--- config.mk ---
export PLATFORM = sky130hd
export DESIGN_NAME = dot_product_row_sequencer
export DESIGN_NICKNAME = d
export VERILOG_FILES = /design/src/rtl/dot_product_row_sequencer.sv
export SDC_FILE = /design/constraint.sdc
export NUM_CORES = 1
export LEC_CHECK = 0
export BUFFER_PORTS_ARGS = -buffer_cell sky130_fd_sc_hd__buf_2
export CORE_MARGIN = 4
export CORE_UTILIZATION = 45
export CTS_BUF_LIST = sky130_fd_sc_hd__clkbuf_16
export DETAILED_ROUTE_END_ITERATION = 7
export HOLD_SLACK_MARGIN = 0.08
export PLACE_DENSITY = 0.75
export RECOVER_POWER = 100
export SETUP_SLACK_MARGIN = 0.1
export SYNTH_ARGS = -nofsm -noshare
export SYNTH_HDL_FRONTEND = slang
export SYNTH_SLANG_ARGS = --single-unit
--- constraint.sdc ---
create_clock -name clk -period 3.2 [get_ports clk]
set_input_delay 0.64 -clock clk [delete_from_list [all_inputs] [get_ports clk]]
set_output_delay 0.64 -clock clk [all_outputs]
set_load 0.01 [all_outputs]
--- src/rtl/dot_product_row_sequencer.sv ---
// Row/package sequencer for the 8-element dot-product unit: streams matrix and
// vector packages into the DPU and writes one 32-bit result per matrix row.
module dot_product_row_sequencer #(
  parameter int NOE     = 10,
  parameter int NI      = 8,
  parameter int AW      = 8,
  parameter int TIMEOUT = 1024
) (
  input  logic          clk,
  input  logic          reset,
  input  logic          start,
  input  logic          abort,
  input  logic [AW-1:0] num_rows,
  output logic          busy,
  output logic          done,
  output logic          error,
  output logic          mat_rd_en,
  output logic [AW-1:0] mat_addr,
  output logic          vec_rd_en,
  output logic [AW-1:0] vec_addr,
  output logic          dpu_read_now,
  output logic [31:0]   dpu_no_of_multiples,
  input  logic          dpu_ready,
  input  logic          dpu_finish,
  input  logic [31:0]   dpu_result,
  output logic          dpu_reset,
  output logic          res_we,
  output logic [AW-1:0] res_addr,
  output logic [31:0]   res_data
);

  localparam int PKGS = (NOE + NI - 1) / NI;

  localparam logic [2:0] S_IDLE     = 3'd0;
  localparam logic [2:0] S_RD       = 3'd1;
  localparam logic [2:0] S_FIRE     = 3'd2;
  localparam logic [2:0] S_HOLD     = 3'd3;
  localparam logic [2:0] S_WAIT_RES = 3'd4;
  localparam logic [2:0] S_STORE    = 3'd5;
  localparam logic [2:0] S_DONE     = 3'd6;

  localparam logic [AW-1:0] PKG_LAST = AW'(PKGS - 1);
  localparam logic [AW-1:0] ONE      = AW'(1);
  localparam logic [31:0]   WD_LIMIT = 32'(TIMEOUT - 1);

  logic [2:0]    state, state_nx;
  logic [AW-1:0] row, pkg, rows_q;
  logic [31:0]   wd;
  logic          err_q, rst_pulse_q;
  logic [31:0]   res_q;

  logic wd_active, wd_expired, hold_exit, row_last, leave_early;

  assign wd_active   = (state == S_HOLD) || (state == S_WAIT_RES);
  assign wd_expired  = wd_active && (wd == WD_LIMIT);
  // The watchdog count doubles as the HOLD dwell timer: wd != 0 means 2nd cycle or later.
  assign hold_exit   = dpu_ready && (wd != '0);
  assign row_last    = (row == rows_q - ONE);
  assign leave_early = (state != S_IDLE) && (abort || wd_expired);

  always_comb begin
    state_nx = state;
    case (state)
      S_IDLE:     if (start) state_nx = (num_rows == '0) ? S_DONE : S_RD;
      S_RD:       state_nx = S_FIRE;
      S_FIRE:     state_nx = S_HOLD;
      S_HOLD:     if (hold_exit) state_nx = (pkg == PKG_LAST) ? S_WAIT_RES : S_RD;
      S_WAIT_RES: if (dpu_finish) state_nx = S_STORE;
      S_STORE:    state_nx = row_last ? S_DONE : S_RD;
      S_DONE:     state_nx = S_IDLE;
      default:    state_nx = S_IDLE;
    endcase
    if (leave_early) state_nx = S_IDLE;
  end

  always_ff @(posedge clk or negedge reset) begin
    if (!reset) begin
      state       <= S_IDLE;
      row         <= '0;
      pkg         <= '0;
      rows_q      <= '0;
      wd          <= '0;
      err_q       <= 1'b0;
      rst_pulse_q <= 1'b0;
      res_q       <= '0;
    end else begin
      state       <= state_nx;
      rst_pulse_q <= 1'b0;

      if (state_nx != state) wd <= '0;
      else if (wd_active)    wd <= wd + 32'd1;

      case (state)
        S_IDLE: if (start) begin
          rows_q <= num_rows;
          row    <= '0;
          pkg    <= '0;
          err_q  <= 1'b0;
        end
        S_HOLD: if (hold_exit && !leave_early) pkg <= (pkg == PKG_LAST) ? '0 : pkg + ONE;
        S_WAIT_RES: if (dpu_finish && !leave_early) res_q <= dpu_result;
        S_STORE: if (!row_last && !abort) row <= row + ONE;
        default: ;
      endcase

      // STORE already drives dpu_reset itself, so an abort there needs no extra pulse.
      if (state != S_IDLE) begin
        if (abort) begin
          rst_pulse_q <= (state != S_STORE);
        end else if (wd_expired) begin
          err_q       <= 1'b1;
          rst_pulse_q <= 1'b1;
        end
      end
    end
  end

  assign busy                = (state != S_IDLE);
  assign done                = (state == S_DONE);
  assign error               = err_q;
  assign mat_rd_en           = (state == S_RD);
  assign vec_rd_en           = (state == S_RD);
  assign mat_addr            = AW'(32'(row) * 32'(PKGS) + 32'(pkg));
  assign vec_addr            = pkg;
  assign dpu_read_now        = (state == S_FIRE);
  assign dpu_no_of_multiples = 32'(PKGS);
  assign dpu_reset           = (state == S_STORE) || rst_pulse_q;
  assign res_we              = (state == S_STORE);
  assign res_addr            = row;
  assign res_data            = res_q;

endmodule

### Word level (Yosys, flattened, before mapping)

Cells that the tools add are included.

| word-level totals | value |
|---|---|
| output and inout bits | 96 |
| bits of input ports | 46 |
| bits in registers | 93 |
| word-level logic and storage cells | 74 |

| operators by class | value |
|---|---|
| reduce and logical (&&, ||, !) cells | 23 |
| muxes and demuxes | 24 |
| add/sub/neg operators | 5 |
| equal/unequal tests | 14 |

Operators by type and width:

| cell | number |
|---|---|
| $mux 32 | 2 |
| $add 32x1->32 const B | 1 |
| $eq 32x10->1 const B | 1 |
| $mux 8 | 4 |
| $pmux 8 s2 | 2 |
| $reduce_bool 32->1 | 1 |
| $mux 3 | 7 |
| $pmux 3 s6 | 1 |
| $add 8x1->8 const B | 2 |
| $eq 3x3->1 const B | 3 |
| $add 8x8->8 | 1 |
| $eq 8x1->1 const B | 1 |
| $eq 8x8->1 | 1 |
| $logic_not 8->1 | 1 |
| $mux 1 | 8 |
| $sub 8x1->8 const B | 1 |
| $eq 3x2->1 const B | 2 |
| $logic_and 1x1->1 | 6 |
| $reduce_and 3->1 | 2 |
| $reduce_bool 2->1 | 3 |
| $ne 2x1->1 const B | 2 |
| $reduce_and 2->1 | 2 |
| $eq 3x1->1 const B | 1 |
| $logic_not 1->1 | 3 |
| 6 further kinds | 8 |

### Longest topological paths before layout

Gate-level depths: netlist of run 1.

| depth | value |
|---|---|
| depth in word-level cells | 9 |
| depth in mapped cells | 10 |

### Least setup slack after synthesis of run 1

Ideal clock, no wire load.

| path | value |
|---|---|
| path type | flip-flop to flip-flop |
| start point | register state[0] |
| end point | register res_q[10], in the netlist res_data[10] |
| required time | 3.075 ns |
| stages on the path, launching flop included | 9 |
| arrival | 2.498 ns |
| buffers on the path | 3 |
| setup slack | 0.577 ns |
| path through | dfrtp_1 buf_2 or3b_4 a2111o_1 o31a_1 buf_6 nand4_1 buf_2 mux2_2 |

| on the way | value |
|---|---|
| word-level cells in the longest chain between the ends | 8 |
| elaborated cells on any way between the ends | 10 |
| those cells by class | eq/ne (2); reduce/logical (8) |

Ends and longest elaborated chain:

| element | RTL line | RTL |
|---|---|---|
| start, declared | 46 | `logic [2:0] state, state_nx;` |
| start signal, assigned | 87 | `state <= state_nx;` |
| $eq 3x2->1 / $eq 3x3->1 (equally long branches) | 54, 93 |  |
| $logic_or 1x1->1 | 54 | `assign wd_active = (state == S_HOLD) \|\| (state == S_WAIT_RES);` |
| $logic_and 1x1->1 | 55 | `assign wd_expired = wd_active && (wd == WD_LIMIT);` |
| $logic_or 1x1->1 | 59 | `assign leave_early = (state != S_IDLE) && (abort \|\| wd_expired);` |
| $logic_and 1x1->1 | 59 |  |
| $logic_not 1->1 | 101 | `S_WAIT_RES: if (dpu_finish && !leave_early) res_q <= dpu_result;` |
| $logic_and 1x1->1 | 101 |  |
| $reduce_and 2->1 (no line) (*) | n/a |  |
| end signal, assigned | 101 |  |
| end, declared | 50 | `logic [31:0] res_q;` |

Every way passes the cells marked *; elsewhere a longest branch is shown, timed or not.
A chain may end at the register's enable or synchronous reset.

### Worst setup path after layout of run 1

| path | value |
|---|---|
| start point | register wd[16] |
| end point | register res_q[24], in the netlist res_data[24] |

| on the way | value |
|---|---|
| word-level cells in the longest chain between the ends | 7 |

Ends and longest elaborated chain:

| element | RTL line | RTL |
|---|---|---|
| start, declared | 48 | `logic [31:0] wd;` |
| start signal, assigned | 91 | `else if (wd_active) wd <= wd + 32'd1;` |
| $eq 32x10->1 | 55 |  |
| $logic_and 1x1->1 | 55 |  |
| $logic_or 1x1->1 | 59 |  |
| $logic_and 1x1->1 | 59 |  |
| $logic_not 1->1 | 101 |  |
| $logic_and 1x1->1 | 101 |  |
| $reduce_and 2->1 (no line) | n/a |  |

Every way passes these cells.

==> qor.txt, run 1 <==
vias per inst = 5.41
Post-Place Cells = 790
outcome = finished, violations left
clock sinks = 93
grt ovf = 0
worst setup path category = flop to flop
Setup TNS Final = 0 ps
port buffer count = 109
Max stage delay on crit path = 570 ps
Iter 0 DRT Violations = 262
worst skew pair latency = 340 ps
slew at the pin closest to its max-slew limit = 2010 ps
initial core utilization = 46.1%
Die Height = 119 µm
Vias = 4,362
ANT cells = 0
Yosys top cell by area = dfrtp_1
WP data arrival = 3250 ps
Avg Inst Size Synth = 10.1 µm²
TritonRoute pass-1 iters = 5
antenna violations before repair = 0
drt drc = 0
CP cell instances = or4_1 > or3_1 > o31a_1 > nand4_1 > buf_2 > mux2_2
count of cell types in the netlist = 58
RSZ-0062 raised after global routing = no
slowest CP cell = buf_2
CTS H-tree lvls = 3
total power per unit cell area = 603 mW/mm²
Total Wirelength = 12,700 µm
CTS tree = done
Max clock buf depth = 2
Setup Skew = 10.4 ps
post-DP HPWL = 9310 µm
Synth top cells by count = 93 x dfrtp_1, 43 x nand2_1, 37 x buf_4, 32 x mux2_2, 31 x nor2_1
HP Class = flop to flop
fin crit share = 94.7%
Synth warnings = 0
violated checks = max-capacitance violations, max-slew violations
count leader, synth = dfrtp_1
WL/cell = 15.8 µm
Non-Filler Instances = 806
Fmax = 330 MHz
Post-synth ARST share = 100%
mapped cell area = 0.00554 mm²
num rows = 40
Die Wd = 119 µm
endpoints failing setup = 0
GR Util All Layers = 17.8%
Main synth FF type = dfrtp_1
share of cells above drive strength 1 = 18.4%
number of global-route vias before repair = 4,248
sequential element share of the synthesized area = 42.0%
Slew Viols, Final = 82
total CTS buffers = 9
clk slew on worst S/H paths = 60 ps
Crit. End Element = flop
Post-synth EDFFs = 0
largest net degree at the start of global routing = 82
Setup crit start kind = flop
GPL Wtd Cong = 0.846
top cell type's share of synthesized area = 42.0%
Worst slew margin = -33.8%
clock root cell = clkbuf_16
required time of the worst setup path = 3420 ps
Tmin final = 3030 ps
Core Area = 0.0120 mm²
final net count = 713
worst vdd ir = 388 µV
synth top area cells = dfrtp_1 42%, mux2_2 6.5%, nor4_2 6.3%
Final Hold Vio Count = 0
Buf/Inv on CP = 1
CTS Hold Bufs = 0
worst-path maximum fanout = 32
num ports = 142
Gate Count Post-Synth = 547
delay-heaviest family, CP = simple AND/OR/NAND/NOR gates
ANT nets after route = 0
Max-Cap Viols = 1
Synth-to-Final Area Change = 11.0%
FILL cells = 1,153
total die area = 0.0141 mm²
synthesis-stage register bit count = 93
first-pass GRT wire length = 21,000 µm
Leak = 2.84 nW
area by class of cell:
type | count | area [µm²] | area share (%)
Clock buffer | 9 | 225 | 3.66
Clock inverter | 7 | 47.5 | 0.773
Inverter | 23 | 86.3 | 1.40
Sequential cell | 93 | 2330 | 37.9
Multi-Input combinational cell | 404 | 2690 | 43.7
Timing Repair Buffer | 123 | 587 | 9.55
Tap cell | 147 | 184 | 2.99
layer usage:
layer	up-vias	share of wire, %	routed length [µm]	GRT usage [%]
met3	24	4.6	590	3.75
met5	-	0	0	0
met1	2097	42	5330	22.4
met2	133	52	6610	30.9
li1	2108	-	-	-
met4	0	1.6	207	4.78
worst paths after layout:
check                             start      endpoint  slack, ps  cells past startpoint
hold reg to reg            res_data[26]  res_data[26]        500                      1
max in group asynchronous         reset  res_data[24]        900                      2
setup reg to reg                 wd[16]  res_data[24]        170                      6
min in group asynchronous         reset   res_data[3]        840                      1
hold / removal             res_data[26]  res_data[26]        500                      1
setup / recovery                 wd[16]  res_data[24]        170                      6
placed cells by master (no fill, tap or decap), types with 4 or more instances in the layout:
cell	synthesis	layout
or3_1	7	7
and3_1	8	8
a21oi_1	22	23
clkbuf_1	9	63
nor4_1	10	36
mux2_2	32	32
buf_4	37	8
or2_2	4	4
conb_1	2	32
nand2b_1	4	4
nand4_1	19	19
nand3_1	15	15
xnor2_1	24	24
nor2_1	31	31
nor3_1	7	7
dfrtp_1	93	92
inv_1	23	24
o31ai_1	5	5
buf_2	5	49
o21ai_0	27	27
ha_1	12	12
nand2_1	43	43
clkbuf_16	0	9
xor2_1	22	22
sequential cells by signal, indices dropped and copies added (netlist names):
register,cells
res_data,32
wd,32
res_addr,8
rows_q,8
vec_addr,8
state,3
error,1
rst_pulse_q,1
kinds of logic after synthesis:
| family | synth area share, % |
|---|---|
| xor+xnor | 7.28 |
| mux | 6.69 |
| flops | 42.0 |
| simple gates | 23.0 |
| fa+ha+maj | 3.07 |
| other cells | 0.136 |
| buf+inv | 8.59 |
| compound gates | 9.18 |
report_power, final:
group	switching (mW)	internal, mW
sequential	0.135	1.28
combinational	0.846	0.456
clock	0.461	0.530
total	1.44	2.26
what timing repair did:
action                     CTS  global route
buffers inserted             0             0
resized for setup            0             2
hold endpoints to repair     0             0
setup endpoints to repair    0             1
per-stage QoR:
stage	area [µm²]	setup slack, ps	hold WS (ps)	utilization, %	power (mW)
floorplan	5650	577	344	-	2.47
global placement	6150	381	483	51.2	2.81
detailed placement	6150	305	489	51.2	2.86
CTS	6420	193	503	53.5	3.86
global route	6150	63.8	517	51.2	3.94
finish	6150	171	502	51.2	3.71
(Power assumes the default switching activity.)
==> run 2, diff against run 1 <==
- CORE_UTILIZATION: 45 -> 40
- PLACE_DENSITY: 0.75 -> 0.59
==> qor.txt, run 2 (synthesized netlist as in run 1, its figures left out) <==
slew at the pin closest to its max-slew limit = 1580 ps
vias per inst = 5.25
Max clock buf depth = 2
Setup crit start kind = flop
outcome = finished, violations left
WL/cell = 16.2 µm
Max-Cap Viols = 1
Vias = 4,391
CTS tree = done
number of global-route vias before repair = 4,379
largest net degree at the start of global routing = 62
most common cell after layout, fill and taps aside = dfrtp_1
TritonRoute pass-1 iters = 4
GR Layer Usage met2 = 29.1%
Synth-to-Final Area Change = 12.1%
required time of the worst setup path = 2560 ps
Crit. End Element = primary output
GPL Wtd Cong = 0.862
port buffer count = 109
num rows = 42
share of cells above drive strength 1 = 19.1%
worst skew pair latency = 340 ps
total CTS buffers = 9
num ports = 142
Die Wd = 126 µm
Die Height = 126 µm
worst setup path category = flop to primary output
initial core utilization = 41.3%
Slew Viols, Final = 62
Placed Instance Area = 0.00623 mm²
final net count = 717
Final Cell Area = 0.00621 mm²
ANT nets after route = 0
gr busiest metal = met2
Final Hold Vio Count = 0
first-pass GRT wire length = 21,900 µm
Worst slew margin = -5.47%
post-layout util = 46.3%
antenna violations before repair = 0
clock root cell = clkbuf_16
post-DP HPWL = 9940 µm
Post-Place Cells = 823
Core Area = 0.0134 mm²
fin crit share = 93.9%
Setup Skew = 8.08 ps
total die area = 0.0158 mm²
violated checks = max-capacitance violations, max-slew violations
total power per unit cell area = 599 mW/mm²
Global Route met1 Usage = 20.8%
Non-Filler Instances = 837
HP Class = flop to flop
Setup TNS Final = 0 ps
drt drc = 0
CTS H-tree lvls = 3
clk slew on worst S/H paths = 60 ps
endpoints failing setup = 0
Leak = 2.84 nW
ANT cells = 0
Post-CTS Repair Setup Buffers = 0
GR Util All Layers = 16.7%
worst-path maximum fanout = 5
Tmin final = 3010 ps
Total Wirelength = 13,500 µm
grt ovf = 0
worst vdd ir = 279 µV
clock sinks = 93
met3 Use GR = 4.40%
Fmax = 333 MHz
commonest non-fill, non-tap cells in the layout = 92 x dfrtp_1, 64 x clkbuf_1, 51 x buf_2, 43 x nand2_1, 34 x nor4_1
WP data arrival = 2370 ps
Iter 0 DRT Violations = 363
RSZ-0062 raised after global routing = no
==> run 2: cell types whose count changed in the layout (fill, tap and decap cells not counted), sizes merged <==
cell | before | now
inv | 27 | 23
clkbuf | 73 | 76
clkinvlp | 0 | 2
buf | 59 | 60
==> run 2: layout make-up <==
class / instances / area [µm²]
Clock inverter: 5 / 30.0
Fill cell: 1337 / 7190
Timing Repair Buffer: 127 / 609
Clock buffer: 9 / 225
Sequential cell: 93 / 2330
Multi-Input combinational cell: 404 / 2710
Tap cell: 176 / 220
Inverter: 23 / 86.3
==> run 2: worst paths after layout <==
kind | from | endpoint | slack, ps | depth (start not counted)
setup / recovery | vec_addr[1] | mat_addr[7] | 190 | 11
hold / removal | error | error | 500 | 1
setup reg to reg | rows_q[0] | wd[23] | 270 | 10
hold reg to reg | error | error | 500 | 1
max in group asynchronous | reset | wd[4] | 940 | 2
min in group asynchronous | reset | vec_addr[6] | 690 | 1
==> run 2: where the power goes <==
part	total [mW]	internal [mW]	switching, mW
registers	1.41	1.28	0.134
clock network	0.950	0.513	0.437
logic	1.36	0.470	0.887
total	3.72	2.26	1.46
==> run 2: metal layers <==
| layer | up-vias | part of all wire [%] | wire length (µm) |
|---|---|---|---|
| met2 | 113 | 51 | 6870 |
| met3 | 14 | 4.9 | 661 |
| met5 | - | 0 | 0 |
| li1 | 2106 | - | - |
| met1 | 2158 | 43 | 5830 |
| met4 | 0 | 1.3 | 176 |
==> run 2: what timing repair did <==
item / in CTS / in global routing
endpoints found under the hold margin: 0 / 0
gates resized for setup: 0 / 2
hold buffers: 0 / 0
endpoints found under the setup margin: 0 / 2
==> run 2: per-stage QoR <==
step / hold slack, ps / setup slack (ps) / total power [mW]
final: 500 / 194 / 3.72
after global routing: 496 / 59.4 / 3.97
after CTS: 415 / 135 / 3.88
after detailed placement: 479 / 305 / 2.91
after global placement: 482 / 396 / 2.87
after floorplan: 344 / 577 / 2.47
==> run 2: worst max-delay path, stage by stage (launching register included) <==
cell	delay, ps
dfrtp_1	370
buf_4	150
ha_1	210
inv_1	70
fa_1	210
inv_1	50
a21oi_1	160
o21bai_1	120
a21o_1	200
a21oi_1	190
xnor2_1	140
clkbuf_1	160
==> run 3, diff against run 2 <==
--- a/config.mk
+++ b/config.mk
@@ -12,6 +12,4 @@
 export DETAILED_ROUTE_END_ITERATION = 7
 export HOLD_SLACK_MARGIN = 0.08
-export PLACE_DENSITY = 0.59
-export RECOVER_POWER = 100
 export SETUP_SLACK_MARGIN = 0.1
 export SYNTH_ARGS = -nofsm -noshare
==> constraint.sdc (replaced) <==
create_clock -name clk -period 3.2 [get_ports clk]
set_input_delay 0.64 -clock clk [delete_from_list [all_inputs] [get_ports clk]]
set_output_delay 0.64 -clock clk [all_outputs]
set_load 0.02 [all_outputs]
==> qor.txt, run 3 (synthesized netlist as in run 1, its figures left out) <==
TritonRoute pass-1 iters = 4
Fmax = 340 MHz
ANT cells = 0
sequential share of power = 33.6%
vias per inst = 5.22
Iter 0 DRT Violations = 247
Synth-to-Final Area Change = 18.9%
worst skew pair latency = 350 ps
num rows = 42
RSZ-0062 raised after global routing = no
required time of the worst setup path = 2560 ps
grt ovf = 0
clock sinks = 93
Setup crit start kind = flop
drt drc = 0
Tmin final = 2940 ps
total power per unit cell area = 638 mW/mm²
Core Area = 0.0134 mm²
Setup Skew = 5.44 ps
Comb power frac = 37.6%
share of cells above drive strength 1 = 32.9%
total die area = 0.0158 mm²
worst-path maximum fanout = 7
Crit. End Element = primary output
Slew Viols, Final = 0
fin crit share = 91.9%
Vias = 4,377
CTS tree = done
worst hold slack = 306 ps
slew at the pin closest to its max-slew limit = 638 ps
Worst slew margin = 57.1%
clock root cell = clkbuf_16
largest net degree at the start of global routing = 50
WL/cell = 16.0 µm
Setup TNS Final = 0 ps
commonest non-fill, non-tap cells in the layout = 108 x buf_2, 91 x dfrtp_1, 43 x nand2_1, 32 x mux2_2, 32 x conb_1
power share of the clock group = 28.9%
post-DP HPWL = 9840 µm
total internal power = 2.56 mW
Leak = 3.17 nW
GPL Wtd Cong = 0.868
Max clock buf depth = 2
HP Class = input port to asynchronous set/reset pin
worst setup path category = flop to primary output
Total Wirelength = 13,400 µm
Final Hold Vio Count = 0
sw frac = 39.0%
num ports = 142
Sw Pwr = 1.64 mW
outcome = finished clean
Die Wd = 126 µm
final net count = 717
Max-Cap Viols = 0
GR Util All Layers = 16.9%
port buffer count = 109
endpoints failing setup = 0
total CTS buffers = 9
CTS H-tree lvls = 3
CTS Hold Bufs = 0
initial core utilization = 41.3%
worst vdd ir = 319 µV
WP data arrival = 2300 ps
clk slew on worst S/H paths = 60 ps
most common cell after layout, fill and taps aside = buf_2
Die Height = 126 µm
antenna violations before repair = 0
first-pass GRT wire length = 22,000 µm
ANT nets after route = 0
number of global-route vias before repair = 4,352
## run 3: changes by cell type in the layout (fill, tap and decap cells not counted), moves of 2 or more
cell	change
clkbuf_1	-64
buf_2	+57
nor4_1	-24
nor4_2	+24
buf_4	+8
buf_12	+3
bufinv_16	+3
clkbuf_2	-2
clkinv_2	-2
## run 3: cell type report
| class | instances | area [µm²] |
|---|---|---|
| fill | 1311 | 6820 |
| multi-input combinational | 404 | 2860 |
| sequential | 93 | 2330 |
| timing repair buffer | 127 | 746 |
| clock buffer | 9 | 225 |
| tap | 176 | 220 |
| clock inverter | 7 | 114 |
| inverter | 23 | 86.3 |
## run 3: layer usage
layer / global-route usage [%] / wire [µm]
met2: 30.4 / 6990
met5: 0 / 0
met3: 4.83 / 705
met1: 20.1 / 5590
met4: 3.64 / 138
## run 3: critical path, cell delays in order (launching register included)
cell and delay, ps:
dfrtp_1 460, inv_1 120, fa_1 470, inv_1 70, a21oi_1 60, o21bai_1 220, a21o_1 160, a21oi_1 80
xnor2_1 140, buf_2 180
## run 3: timing repair
| item | 4_1_cts | 5_1_grt |
|---|---|---|
| resized for setup | 1 | 1 |
| setup endpoints to repair | 1 | 1 |
| buffers inserted | 0 | 2 |
## run 3: final timing paths
kind                             start          end  slack [ps]  cells past startpoint
max                        vec_addr[2]  mat_addr[7]         260                      9
min                              reset  res_addr[6]         310                      1
max reg2reg                     wd[16]       wd[12]         310                      7
min reg2reg                res_data[7]  res_data[7]         500                      1
max in group asynchronous        reset       wd[21]        2220                      2
min in group clk           res_data[7]  res_data[7]         500                      1
## run 3: power by group through the flow
stage | logic (mW) | registers [mW] | clock network, mW
after global placement | 1.52 | 1.43 | 0
final | 1.58 | 1.41 | 1.21
after CTS | 1.56 | 1.42 | 1.24
after detailed placement | 1.55 | 1.44 | 0
after global routing | 1.72 | 1.42 | 1.29
after floorplan | 1.13 | 1.43 | 0
## run 3: through the flow
step / utilization [%] / instances / setup slack (ps) / total power, mW / area, µm²
floorplan: - / 577 / 517 / 2.56 / 5650
global placement: 46.5 / 821 / 418 / 2.95 / 6230
detailed placement: 46.5 / 821 / 340 / 2.98 / 6230
CTS: 49.0 / 837 / 188 / 4.22 / 6570
global route: 49.1 / 839 / 112 / 4.44 / 6580
finish: 49.1 / 839 / 258 / 4.20 / 6580
